[config.mk]
export PLATFORM = sky130hd
export DESIGN_NAME = mulxx_seq
export DESIGN_NICKNAME = d
export VERILOG_FILES = /design/src/rtl/mulxx_seq.sv
export SDC_FILE = /design/constraint.sdc
export NUM_CORES = 1
export LEC_CHECK = 0
export BUFFER_PORTS_ARGS = -buffer_cell sky130_fd_sc_hd__buf_2
export CELL_PAD_IN_SITES_DETAIL_PLACEMENT = 1
export CELL_PAD_IN_SITES_GLOBAL_PLACEMENT = 2
export CORE_MARGIN = 3
export CORE_UTILIZATION = 28
export DETAILED_ROUTE_END_ITERATION = 7
export PLACE_DENSITY_LB_ADDON = 0.1
export SYNTH_ARGS = -nofsm -noshare
export SYNTH_HDL_FRONTEND = slang
export SYNTH_SLANG_ARGS = --single-unit
export TNS_END_PERCENT = 1
[constraint.sdc]
create_clock -name clock -period 3.4 [get_ports clock]
set_input_delay 0.17 -clock clock [delete_from_list [all_inputs] [get_ports clock]]
set_output_delay 0.17 -clock clock [all_outputs]
set_load 0.01 [all_outputs]
[src/rtl/mulxx_seq.sv]
// Iterative shift-add multiplier: (r0 * r1) >> shift with per-operand signedness,
// one multiplier bit per clock. Define MULXX_SEQ_ROUND_EN for round-half-up shifting.
module mulxx_seq #(
    parameter int unsigned WORD_SIZE  = 18,
    parameter int unsigned SHIFT_BITS = 6
) (
    input  logic                  clock,
    input  logic                  reset,
    input  logic                  start,
    input  logic [WORD_SIZE-1:0]  r0,
    input  logic [WORD_SIZE-1:0]  r1,
    input  logic [SHIFT_BITS-1:0] shift,
    input  logic                  signx,
    input  logic                  signy,
    output logic                  busy,
    output logic                  done,
    output logic [WORD_SIZE-1:0]  res
);

    localparam int unsigned MW = WORD_SIZE + 1;
    localparam int unsigned AW = 2 * WORD_SIZE + 2;
    localparam int unsigned CW = $clog2(WORD_SIZE + 1);

    typedef enum logic [1:0] {
        S_IDLE   = 2'd0,
        S_RUN    = 2'd1,
        S_FINISH = 2'd2
    } state_t;

    state_t                  r_state;
    state_t                  w_next;
    logic [AW-1:0]           r_acc;
    logic [MW-1:0]           r_mx;
    logic [SHIFT_BITS-1:0]   r_shift;
    logic                    r_neg;
    logic [CW-1:0]           r_cnt;
    logic                    r_busy;
    logic                    r_done;
    logic [WORD_SIZE-1:0]    r_res;

    logic [MW-1:0]           w_x_ext;
    logic [MW-1:0]           w_y_ext;
    logic [MW-1:0]           w_x_mag;
    logic [MW-1:0]           w_y_mag;
    logic                    w_neg;
    logic [MW:0]             w_sum;
    logic [AW-1:0]           w_acc_nxt;
    logic signed [AW-1:0]    w_p;
    logic [WORD_SIZE-1:0]    w_res;

    // Operand magnitudes need one extra bit so -2^(WORD_SIZE-1) stays exact
    assign w_x_ext = {signx & r0[WORD_SIZE-1], r0};
    assign w_y_ext = {signy & r1[WORD_SIZE-1], r1};
    assign w_x_mag = w_x_ext[MW-1] ? (~w_x_ext + MW'(1)) : w_x_ext;
    assign w_y_mag = w_y_ext[MW-1] ? (~w_y_ext + MW'(1)) : w_y_ext;
    assign w_neg   = w_x_ext[MW-1] ^ w_y_ext[MW-1];

    // Upper half accumulates |x| when the current multiplier bit is set; carry shifts in
    assign w_sum     = {1'b0, r_acc[AW-1 -: MW]} + (r_acc[0] ? {1'b0, r_mx} : '0);
    assign w_acc_nxt = {w_sum, r_acc[MW-1:1]};

    assign w_p = r_neg ? (~r_acc + AW'(1)) : r_acc;

`ifdef MULXX_SEQ_ROUND_EN
    logic signed [AW:0] w_pe;
    logic signed [AW:0] w_half;

    assign w_pe   = {w_p[AW-1], w_p};
    assign w_half = ((r_shift != '0) && (32'(r_shift) < AW))
                    ? ((AW+1)'(1) << (r_shift - SHIFT_BITS'(1))) : '0;
    // Beyond the product width the rounded quotient is always zero
    assign w_res  = (32'(r_shift) >= AW) ? '0
                    : WORD_SIZE'((w_pe + w_half) >>> r_shift);
`else
    assign w_res  = WORD_SIZE'(w_p >>> r_shift);
`endif

    always_ff @(posedge clock or negedge reset) begin
        if (!reset) begin
            r_state <= S_IDLE;
        end else begin
            r_state <= w_next;
        end
    end

    always_comb begin
        w_next = r_state;
        case (r_state)
            S_IDLE:   if (start) w_next = S_RUN;
            S_RUN:    if (r_cnt == '0) w_next = S_FINISH;
            S_FINISH: w_next = S_IDLE;
            default:  w_next = S_IDLE;
        endcase
    end

    // Datapath and registered outputs
    always_ff @(posedge clock or negedge reset) begin
        if (!reset) begin
            r_acc   <= '0;
            r_mx    <= '0;
            r_shift <= '0;
            r_neg   <= 1'b0;
            r_cnt   <= '0;
            r_busy  <= 1'b0;
            r_done  <= 1'b0;
            r_res   <= '0;
        end else begin
            r_busy <= (w_next != S_IDLE);
            r_done <= (r_state == S_FINISH);
            case (r_state)
                S_IDLE: begin
                    if (start) begin
                        r_acc   <= {MW'(0), w_y_mag};
                        r_mx    <= w_x_mag;
                        r_shift <= shift;
                        r_neg   <= w_neg;
                        r_cnt   <= CW'(WORD_SIZE);
                    end
                end
                S_RUN: begin
                    r_acc <= w_acc_nxt;
                    r_cnt <= r_cnt - CW'(1);
                end
                S_FINISH: begin
                    r_res <= w_res;
                end
                default: ;
            endcase
        end
    end

    assign busy = r_busy;
    assign done = r_done;
    assign res  = r_res;

endmodule

Yosys cells after proc, flatten, opt, wreduce, memory -nomap -nowiden. Index checks and enable logic that the tools add are counted.

Register bits after elaboration: 91. Input port bits: 47.

Add/sub/neg operators: 5. Equality and inequality tests: 3. Shifts and indexed selects: 1. Mux-type cells: 11. Bitwise gates (word level): 6. Reduce and logical (&&, ||, !) cells: 6.

Operators with widths (count): $mux 38 (2); $pmux 38 s2 (1); $mux 19 (3); $add 19x1->19 const B (2); $add 38x1->38 const B (1); $not 19->19 (2); $not 38->38 (1); $sshr 38x6->18 (1); $add 19x19->20 (1); $pmux 5 s2 (1); $logic_not 5->1 (1); $mux 5 (1); $sub 5x1->5 const B (1); $mux 2 (2); $pmux 2 s2 (1); $reduce_and 2->1 (2); $reduce_bool 2->1 (2); $and 1x1->1 (2); $eq 2x1->1 const B (1); $eq 2x2->1 const B (1); $logic_not 2->1 (1); $ne 2x2->1 const B (1); $xor 1x1->1 (1).

Depth between registers and ports, before layout. Gate-level depths: netlist of run 1.

Word-level depth: 6. Depth in mapped cells: 14. Mapped depth without buffers: 12.

Worst setup path after synthesis of run 1. No wires, ideal clock.

Path kind: register to register. From: register r_acc[2]. To: register r_res[1], in the netlist res[1]. Library setup time: 0.104 ns. Arrival time: 3.456 ns. Required time: 3.296 ns. Path slack: -0.160 ns. Stages on the path, launching flop included: 11. Path buffers: 3. Period minus slack after synthesis: 3.560 ns. Path through: dfrtp_1 -> buf_6 -> or4_4 -> buf_6 -> or4_4 -> buf_6 -> o41ai_4 -> xor2_2 -> mux4_2 -> mux4_2 -> o311ai_1.

Longest elaborated chain between the ends: 4.

Ends and longest elaborated chain: start, declared (RTL line 32) `logic [AW-1:0] r_acc;`; start signal, assigned (RTL line 113) `r_acc <= {MW'(0), w_y_mag};`; start signal, assigned (RTL line 121) `r_acc <= w_acc_nxt;`; $not 38->38 (RTL line 62) `assign w_p = r_neg ? (~r_acc + AW'(1)) : r_acc;`; $add 38x1->38 (RTL line 62); $mux 38 (*) (RTL line 62); $sshr 38x6->18 (*) (RTL line 75) `assign w_res = WORD_SIZE'(w_p >>> r_shift);`; end signal, assigned (RTL line 125) `r_res <= w_res;`; end, declared (RTL line 39) `logic [WORD_SIZE-1:0] r_res;`.

Mark *: on every way between the ends. The rest lies on a longest branch, timed or not. A chain may end at the register's enable or synchronous reset.

Worst setup path in the final report of run 1.
From: register r_acc[5]. To: register r_res[15], in the netlist res[15].

The elaborated chain is that of the path after synthesis.

==> results of run 1 <==
## logic make-up after synthesis
family / count (synthesis) / synth area share (%)
flops: 91 / 26.21
fa+ha+maj: 24 / 3.542
simple gates: 366 / 20.50
mux: 51 / 7.098
buf+inv: 115 / 5.414
compound gates: 366 / 28.99
xor+xnor: 81 / 8.251
## cell type report
class,count,area [sq um]
Fill cell,3602,18900
Clock inverter,7,88.84
Tap cell,390,488.0
Clock buffer,9,225.2
Sequential cell,91,2280
Timing Repair Buffer,247,1748
Inverter,28,105.1
Multi-Input combinational cell,889,6275
## repair_timing
item | CTS | global route
gates cloned | 1 | 0
hold endpoints to repair | 47 | 0
pin swaps | 11 | 13
setup buffers | 3 | 9
endpoints found under the setup margin | 20 | 20
gates resized for setup | 30 | 36
hold buffers | 3 | 0
## flip-flops by register name, indices dropped and copies added, names as in the netlist
signal   cells
busy         1
done         1
r_acc       38
r_cnt        5
r_mx        19
r_neg        1
r_shift      6
r_state      2
res         18
## power by group through the flow
| stage | registers [mW] | logic, mW | clock network (mW) |
|---|---|---|---|
| after floorplan | 1.95 | 5.43 | 0 |
| after global placement | 2.03 | 9.39 | 0 |
| after detailed placement | 2.04 | 9.45 | 0 |
| after CTS | 2.03 | 9.73 | 1.17 |
| after global routing | 2.10 | 10.9 | 1.20 |
| final | 2.02 | 10.0 | 1.12 |
## how the worst max path moves through the flow
stage                               from                   to  slack, ns  cells after the start
finish              r_acc[5]$_DFFE_PN0P_  res[15]$_DFFE_PN0P_      -0.03                     13
detailed placement  r_acc[0]$_DFFE_PN0P_   res[9]$_DFFE_PN0P_      -0.30                     13
CTS                 r_acc[0]$_DFFE_PN0P_   res[1]$_DFFE_PN0P_      -0.09                      9
global route        r_acc[7]$_DFFE_PN0P_  res[10]$_DFFE_PN0P_      -0.16                     13
floorplan           r_acc[2]$_DFFE_PN0P_   res[1]$_DFFE_PN0P_      -0.05                     10
global placement    r_acc[0]$_DFFE_PN0P_   res[9]$_DFFE_PN0P_      -0.33                     11
## routing by layer
metal  part of all wire (%)  track usage (%)  up-vias
li1                       -                -     4422
met1                     48            28.66     4546
met2                     46            34.23      149
met3                    2.7            2.432       46
met4                    2.8            7.160        0
met5                      0                0        -
## worst reg2reg max path, delay by kind of cell (launching register included)
| family | cells | cell delay (ns) |
|---|---|---|
| DFF | 1 | 0.38 |
| buffers and inverters | 4 | 0.65 |
| xor gates and xnor gates | 1 | 0.15 |
| AOI/OAI and AO/OA | 5 | 1.10 |
| and+or+nand+nor | 3 | 1.02 |
## metrics by stage
| stage | TNS (ns) | hold WS, ns | setup slack [ns] | util, % | std cells |
|---|---|---|---|---|---|
| final | -0.05151 | 0.01969 | -0.02906 | 37.23 | 1661 |
| after global routing | -1.565 | 0.04169 | -0.1594 | 37.23 | 1661 |
| after CTS | -0.1724 | 0.004795 | -0.09068 | 36.39 | 1652 |
| after detailed placement | -3.252 | 0.2635 | -0.2964 | 34.67 | 1629 |
| after global placement | -2.890 | 0.2678 | -0.3341 | 34.67 | 1629 |
| after floorplan | -0.08927 | -0.1256 | -0.05268 | - | 1094 |
## cells in the final DEF (no fill, tap or decap), types with 8 or more instances in the layout
cell type  instances
a211oi_1          15
a21oi_1           52
a22oi_1           21
a31oi_1           11
and2_1            27
buf_2             65
buf_4            174
clkbuf_16          9
dfrtp_1           89
ha_1              23
inv_1             26
mux2i_1           35
mux4_2             8
nand2_1          100
nand2b_1          12
nand3_1           35
nor2_1            86
nor3_1            29
o211ai_1          16
o21ai_0           96
o22ai_1           13
o31ai_1           21
or2_2              9
or3_1             10
or4_1             10
xnor2_1           43
xor2_1            33
==> impl_metrics.json, run 1 <==
{
  "outcome": "finished with violations",
  "violations": "setup timing",
  "cts_tree": "done",
  "p_sw_share_pct": 50.55,
  "postLayoutCellArea_sq_mm": 0.01121,
  "htreeDepth": 3,
  "slew_headroom_pct": 43.44,
  "synth_top_area_share_pct": 26.21,
  "synth_area_leaders": "dfrtp_1, o21ai_0, xnor2_1",
  "yosysTopAreaCell": "dfrtp_1",
  "fmax_mhz": 291.6,
  "antennaDiodeCount": 0,
  "clock_sinks": 91,
  "holdCritStartpoint": "shift[2]",
  "whs_endpoint": "r_shift[2]$_DFFE_PN0P_",
  "worstHoldPathCells": 3,
  "avgRoutedWirePerCell_um": 21.04,
  "powerDensity_mw_per_mm2": 1173,
  "dieArea_sq_mm": 0.03318,
  "reg2regPathDepth": 13,
  "dieHeight_um": 182.2,
  "cap_viol_max_count": 0,
  "path_common_cell": "buf_4",
  "post_dp_cell_area_sq_mm": 0.01044,
  "net-switching-power_mw": 6.648,
  "drc": 0,
  "yosysUniqueCellTypes": 79,
  "fin_crit_sh_pct": 100.9,
  "wl_um": 34950,
  "grt_use_total_pct": 20.92,
  "critPathTopFamily": "compound AO/OA/AOI/OAI gates",
  "syn_to_final_growth_pct": 29.00,
  "overflow": 0,
  "fp.coreArea_sq_mm": 0.03011,
  "dr_total_vias": 9163,
  "antenna_left": 0,
  "synthFlopType": "dfrtp_1",
  "power.leakage_nw": 4.746,
  "grt_pass1_wl_um": 55140,
  "grt_antenna_before_repair": 1,
  "drive_above_1_share_pct": 27.62,
  "vdd_drop_max_uv": 402.6,
  "critical_path_class": "flip-flop to flip-flop",
  "cp-start-kind": "flip-flop",
  "cp_slowest_cell": "or4_4",
  "ff2ff_setup_slack_ns": -0.03,
  "reg2reg_to": "res[15]$_DFFE_PN0P_",
  "synth_edf_count": 0,
  "avgSynthCellArea_sq_um": 7.943,
  "path_clk_slew_ns": 0.08,
  "pwr-share-seq_pct": 15.4,
  "synth.most_common_cell": "nand2_1",
  "initial_core_util_pct": 28.86,
  "gp_congestion": 0.8997,
  "synth-seq-cells": 91,
  "num_rows": 63,
  "min_path_type": "input port to flip-flop",
  "die-width_um": 182.2,
  "port_buffers": 66,
  "first_iter_violations": 437,
  "finalPower_mw": 13.15,
  "root_buffer": "clkbuf_16",
  "grt_max_degree": 47,
  "finalCriticalPeriod_ns": 3.429,
  "crit_buf_inv": 4,
  "comb_power_share_pct": 76.1,
  "dp_hpwl_um": 27100,
  "reg2reg_from": "r_acc[5]$_DFFE_PN0P_",
  "syn-num-nets": 1165,
  "grt_pass1_vias": 9558,
  "hold_viol_final": 0,
  "cp_max_fo": 5,
  "rsz0062_at_grt": "true",
  "setup_viol": 4,
  "finClkSkew_ns": 0.02013,
  "cts-buffers-inserted": 9,
  "max_stage_delay_ns": 0.58,
  "arrival_ns": 3.67,
  "crit_required_ns": 3.65,
  "finalNetCount": 1337,
  "ys_seq_area_share_pct": 26.21,
  "p_int_mw": 6.504,
  "synthCells": 1094,
  "clk_latency_ns": 0.38,
  "vias_per_cell": 5.517,
  "crit_chain": "or4_4 > buf_8 > nor4_4 > nand2_2 > buf_4 > o41ai_4 > xnor2_1 > buf_4 > buf_4 > a221oi_2 > o211ai_1 > o31ai_1 > a21oi_1",
  "finalMaxSlewViolations": 0,
  "clkPwrFrac_pct": 8.5,
  "first_pass_iters": 5,
  "pin_count": 67,
  "tightestPinTransition_ns": 0.8454,
  "cp-end-kind": "flip-flop",
  "yosys_warnings": 0,
  "syn_area_sq_mm": 0.008690,
  "synth_common_cells": "nand2_1, o21ai_0, dfrtp_1",
  "setup_ws_ns": -0.02906,
  "clock_path_buffers": 2,
  "async_flop_share_pct": 100.0
}
No activity file was read; power rests on OpenSTA's default activity.
==> run 2: changes to the inputs <==
--- a/config.mk
+++ b/config.mk
@@ -11,7 +11,7 @@
 export CORE_MARGIN = 3
 export CORE_UTILIZATION = 28
 export DETAILED_ROUTE_END_ITERATION = 7
-export PLACE_DENSITY_LB_ADDON = 0.1
+export PLACE_DENSITY = 0.79
 export SYNTH_ARGS = -nofsm -noshare
 export SYNTH_HDL_FRONTEND = slang
 export SYNTH_SLANG_ARGS = --single-unit
==> impl_metrics.json, run 2 (synthesis gave the netlist of run 1 again) <==
{
  "min_path_type": "input port to flip-flop",
  "arrival_ns": 3.82,
  "post_dp_cell_area_sq_mm": 0.01020,
  "reg2regPathDepth": 8,
  "clock_sinks": 91,
  "first_iter_violations": 558,
  "wl_um": 32180,
  "fmax_mhz": 282.5,
  "power.leakage_nw": 4.553,
  "finClkSkew_ns": 0.01094,
  "cap_viol_max_count": 0,
  "largest_reg_flops": 38,
  "fin_crit_sh_pct": 104.1,
  "grt_antenna_before_repair": 0,
  "final_cell_mix": "buf_4, nand2_1, o21ai_0, dfrtp_1, nor2_1",
  "antenna_left": 0,
  "dieHeight_um": 182.2,
  "fp.coreArea_sq_mm": 0.03011,
  "first_pass_iters": 6,
  "cts-buffers-inserted": 9,
  "outcome": "finished with violations",
  "pin_count": 67,
  "fin_cells": 1627,
  "finalSetupTns_ns": -0.4249,
  "regMostFlops": "r_acc",
  "path_clk_slew_ns": 0.08,
  "reg2reg_from": "r_acc[3]$_DFFE_PN0P_",
  "drive_above_1_share_pct": 24.66,
  "grt_use_total_pct": 19.03,
  "antennaDiodeCount": 0,
  "cp-end-kind": "flip-flop",
  "avgRoutedWirePerCell_um": 19.78,
  "holdCritStartpoint": "shift[2]",
  "powerDensity_mw_per_mm2": 1155,
  "grt_pass1_wl_um": 51560,
  "crit_required_ns": 3.68,
  "vdd_drop_max_uv": 353.6,
  "dr_total_vias": 9103,
  "overflow": 0,
  "setup_viol": 9,
  "cts_tree": "done",
  "ff2ff_setup_slack_ns": -0.14,
  "slew_headroom_pct": 24.71,
  "vias_per_cell": 5.595,
  "port_buffers": 66,
  "grt_pass1_vias": 9325,
  "hold_viol_final": 0,
  "clock_path_buffers": 2,
  "finalMaxSlewViolations": 0,
  "cp-startpoint": "r_acc[3]$_DFFE_PN0P_",
  "critical_path_class": "flip-flop to flip-flop",
  "reg2reg_to": "res[1]$_DFFE_PN0P_",
  "tightestPinTransition_ns": 1.125,
  "htreeDepth": 3,
  "violations": "setup timing",
  "final_common_cell": "buf_4",
  "dp.cells": 1601,
  "drc": 0,
  "die-width_um": 182.2,
  "syn_to_final_growth_pct": 25.04,
  "grt_max_degree": 64,
  "num_rows": 63,
  "cp-start-kind": "flip-flop",
  "dieArea_sq_mm": 0.03318,
  "initial_core_util_pct": 28.86,
  "postLayoutCellArea_sq_mm": 0.01087,
  "setup_ws_ns": -0.1394,
  "rsz0062_at_grt": "true",
  "worstHoldPathCells": 3,
  "clk_latency_ns": 0.37,
  "finalCriticalPeriod_ns": 3.539,
  "finalNetCount": 1303,
  "root_buffer": "clkbuf_16",
  "gp_congestion": 0.9057,
  "whs_endpoint": "r_shift[2]$_DFFE_PN0P_",
  "dp_hpwl_um": 24400,
  "cp_max_fo": 5
}
## run 2: cell types whose count changed in the layout (fill, tap and decap cells not counted), sizes merged
cell    delta
buf       -34
clkinv     +1
inv        -1
## run 2: routing by layer
| layer | part of all wire (%) | track usage [%] |
|---|---|---|
| met1 | 47 | 26.57 |
| met2 | 47 | 31.05 |
| met3 | 4.2 | 2.511 |
| met4 | 2.2 | 5.058 |
| met5 | 0 | 0 |
## run 2: stage by stage
step	utilization [%]	power (mW)	hold WS [ns]	worst slack (ns)
after floorplan	-	7.382	-0.1256	-0.05268
after global placement	33.89	10.70	0.2699	-0.1906
after detailed placement	33.89	10.87	0.2657	-0.2565
after CTS	35.32	12.17	0.001289	-0.09679
after global routing	36.08	13.52	0.02383	-0.2047
final	36.08	12.55	0.01262	-0.1394
## run 2: worst max-delay path by stage
stage,end,cells after the start
after global routing,res[1]$_DFFE_PN0P_,8
after CTS,res[1]$_DFFE_PN0P_,7
after global placement,r_acc[36]$_DFFE_PN0P_,14
final,res[1]$_DFFE_PN0P_,8
after detailed placement,r_acc[36]$_DFFE_PN0P_,14
after floorplan,res[1]$_DFFE_PN0P_,10
## run 2: critical path, cell delays in order (launching register included)
cell and delay (ns):
dfrtp_1 0.39, or4_4 0.56, or4_4 0.59, buf_12 0.17, o41ai_4 0.25, xor2_2 0.17
mux4_2 0.55, mux4_2 0.53, o311ai_2 0.24
## run 2: cell type report
cell class                 count  area [sq um]
tap                          390         488.0
clock inverter                 7         88.84
fill                        3672         19250
sequential                    91          2278
multi-input combinational    889          6207
clock buffer                   9         225.2
timing repair buffer         213          1473
inverter                      28         105.1
## run 2: repair_timing
item,in CTS,in global routing
setup buffers,1,5
endpoints found under the hold margin,54,0
hold buffers,3,0
pin swaps,7,13
gates resized for setup,17,37
cloned,1,0
endpoints found under the setup margin,18,21
## run 2: power breakdown
part / internal, mW / total [mW] / switching [mW]
clock: 0.588 / 1.11 / 0.526
sequential: 1.57 / 2.09 / 0.517
combinational: 3.96 / 9.35 / 5.39
total: 6.12 / 12.6 / 6.44
==> run 3: changes to the inputs <==
--- a/config.mk
+++ b/config.mk
@@ -8,10 +8,12 @@
 export BUFFER_PORTS_ARGS = -buffer_cell sky130_fd_sc_hd__buf_2
 export CELL_PAD_IN_SITES_DETAIL_PLACEMENT = 1
 export CELL_PAD_IN_SITES_GLOBAL_PLACEMENT = 2
+export CORE_ASPECT_RATIO = 0.6
 export CORE_MARGIN = 3
 export CORE_UTILIZATION = 28
 export DETAILED_ROUTE_END_ITERATION = 7
-export PLACE_DENSITY = 0.79
+export HOLD_SLACK_MARGIN = 0.1
+export PLACE_DENSITY = 0.77
 export SYNTH_ARGS = -nofsm -noshare
 export SYNTH_HDL_FRONTEND = slang
 export SYNTH_SLANG_ARGS = --single-unit
==> constraint.sdc (replaced) <==
create_clock -name clock -period 4.3 [get_ports clock]
set_input_delay 0.215 -clock clock [delete_from_list [all_inputs] [get_ports clock]]
set_output_delay 0.215 -clock clock [all_outputs]
set_load 0.01 [all_outputs]
==> impl_metrics.json, run 3 (synthesis gave the netlist of run 1 again) <==
{
  "critPathTopFamily": "compound AO/OA/AOI/OAI gates",
  "p_int_mw": 4.011,
  "first_iter_violations": 871,
  "grt_use_total_pct": 19.30,
  "finClkSkew_ns": 0.009433,
  "drive_above_1_share_pct": 14.59,
  "final_core_util_pct": 32.67,
  "path_common_cell": "mux2i_1",
  "pwr-share-seq_pct": 20.9,
  "clock_sinks": 91,
  "power.leakage_nw": 4.022,
  "comb_power_share_pct": 69.2,
  "crit_chain": "inv_1 > ha_1 > or4b_2 > o41ai_1 > xor2_1 > mux2i_1 > mux2i_1 > mux2i_1 > a2111oi_0 > a211oi_1",
  "syn_to_final_growth_pct": 13.62,
  "slew_headroom_pct": 24.38,
  "tightestPinTransition_ns": 1.130,
  "finalMaxSlewViolations": 0,
  "outcome": "complete, no violations",
  "hold_viol_final": 0,
  "clk_latency_ns": 0.37,
  "cts-buffers-inserted": 9,
  "grt_max_degree": 64,
  "finalSetupTns_ns": 0,
  "finalCriticalPeriod_ns": 4.063,
  "dp.cells": 1523,
  "crit_buf_inv": 1,
  "fin_cells": 1546,
  "drc": 0,
  "cts_tree": "done",
  "grt_pass1_wl_um": 50730,
  "fmax_mhz": 246.2,
  "min_path_type": "input port to flip-flop",
  "antenna_left": 0,
  "dr_total_vias": 8800,
  "vias_per_cell": 5.692,
  "fill_cells": 3657,
  "max_stage_delay_ns": 0.80,
  "gp_congestion": 0.9409,
  "setup_ws_ns": 0.2374,
  "first_pass_iters": 5,
  "hold_ws_ns": 0.1384,
  "cap_viol_max_count": 0,
  "dp_hpwl_um": 24760,
  "antennaDiodeCount": 0,
  "rsz0062_at_grt": "false",
  "finalNetCount": 1204,
  "die-width_um": 233.4,
  "pin_count": 67,
  "largest_reg_flops": 38,
  "initial_core_util_pct": 28.75,
  "setup_viol": 0,
  "avgRoutedWirePerCell_um": 20.82,
  "fp.coreArea_sq_mm": 0.03023,
  "post-place-ws_ns": 0.2365,
  "grt_pass1_vias": 8690,
  "wl_um": 32190,
  "arrival_ns": 4.27,
  "dieArea_sq_mm": 0.03325,
  "cp_slowest_cell": "a2111oi_0",
  "path_clk_slew_ns": 0.08,
  "regMostFlops": "r_acc",
  "dieHeight_um": 142.5,
  "root_buffer": "clkbuf_16",
  "cp_max_fo": 6,
  "port_buffers": 66,
  "overflow": 0,
  "htreeDepth": 3,
  "critical_path_class": "flip-flop to flip-flop",
  "postCtsSetupBuffers": 0,
  "fin_crit_sh_pct": 94.48,
  "net-switching-power_mw": 4.794,
  "powerDensity_mw_per_mm2": 891.9,
  "grt_antenna_before_repair": 0,
  "clkPwrFrac_pct": 9.9,
  "final_common_cell": "nand2_1",
  "final_cell_mix": "nand2_1, o21ai_0, dfrtp_1, nor2_1, buf_2",
  "cp-end-kind": "flip-flop",
  "num_rows": 49,
  "vdd_drop_max_uv": 293.3,
  "crit_required_ns": 4.51,
  "clock_path_buffers": 2,
  "cp-start-kind": "flip-flop",
  "p_sw_share_pct": 54.45
}
run 3: cell count changes in the layout (fill, tap and decap cells not counted), sizes merged:
cell,delta
buf,-102
dlygate4sd3,+4
or4,-1
run 3: per-stage QoR:
step                      total power [mW]  area [sq um]
after floorplan                      5.835          8690
after global placement               7.686          9492
after detailed placement             7.771          9492
after CTS                            8.689          9867
after global routing                 9.497          9873
final                                8.806          9873
run 3: cell type report:
| type | count | area (sq um) | area share (%) |
|---|---|---|---|
| Clock buffer | 9 | 225.2 | 2.281 |
| Inverter | 28 | 105.1 | 1.065 |
| Sequential cell | 91 | 2278 | 23.08 |
| Multi-Input combinational cell | 888 | 5956 | 60.32 |
| Timing Repair Buffer | 115 | 718.2 | 7.274 |
| Clock inverter | 7 | 80.08 | 0.8111 |
| Tap cell | 408 | 510.5 | 5.170 |
run 3: worst reg2reg max path: stages (launching register included):
cell and delay (ns):
dfrtp_1 0.43, inv_1 0.11, ha_1 0.21, or4b_2 0.70
o41ai_1 0.42, xor2_1 0.37, mux2i_1 0.17, mux2i_1 0.45
mux2i_1 0.14, a2111oi_0 0.80, a211oi_1 0.10
run 3: repair_timing:
item	CTS	global route
setup endpoints to repair	0	5
endpoints found under the hold margin	62	0
gates resized for setup	0	1
hold buffers	7	0
run 3: metal layers:
layer  vias up  global-route usage (%)  part of all wire [%]
met5         -                       0                     0
met4         0                   3.088                  0.75
met3        18                   4.580                   7.1
met2       225                   27.38                    41
met1      4388                   29.80                    51
li1       4169                       -                     -
run 3: path summary, 6_finish.rpt:
| kind | startpoint | endpoint | slack [ns] | cells after the start |
|---|---|---|---|---|
| max | r_acc[0]$_DFFE_PN0P_ | res[9]$_DFFE_PN0P_ | 0.24 | 10 |
| min | r0[1] | r_mx[1]$_DFFE_PN0P_ | 0.14 | 3 |
| max reg2reg | r_acc[0]$_DFFE_PN0P_ | res[9]$_DFFE_PN0P_ | 0.24 | 10 |
| min reg2reg | r_mx[8]$_DFFE_PN0P_ | r_mx[8]$_DFFE_PN0P_ | 0.48 | 2 |
| max in group asynchronous | reset | r_acc[6]$_DFFE_PN0P_ | 2.85 | 3 |
| min in group asynchronous | reset | res[12]$_DFFE_PN0P_ | 0.47 | 2 |
run 3: power by group through the flow:
stage	registers, mW	logic (mW)	clock network (mW)
finish	1.84	6.09	0.873
global route	1.92	6.66	0.919
CTS	1.83	5.96	0.896
detailed placement	1.85	5.92	0
global placement	1.83	5.85	0
floorplan	1.54	4.29	0
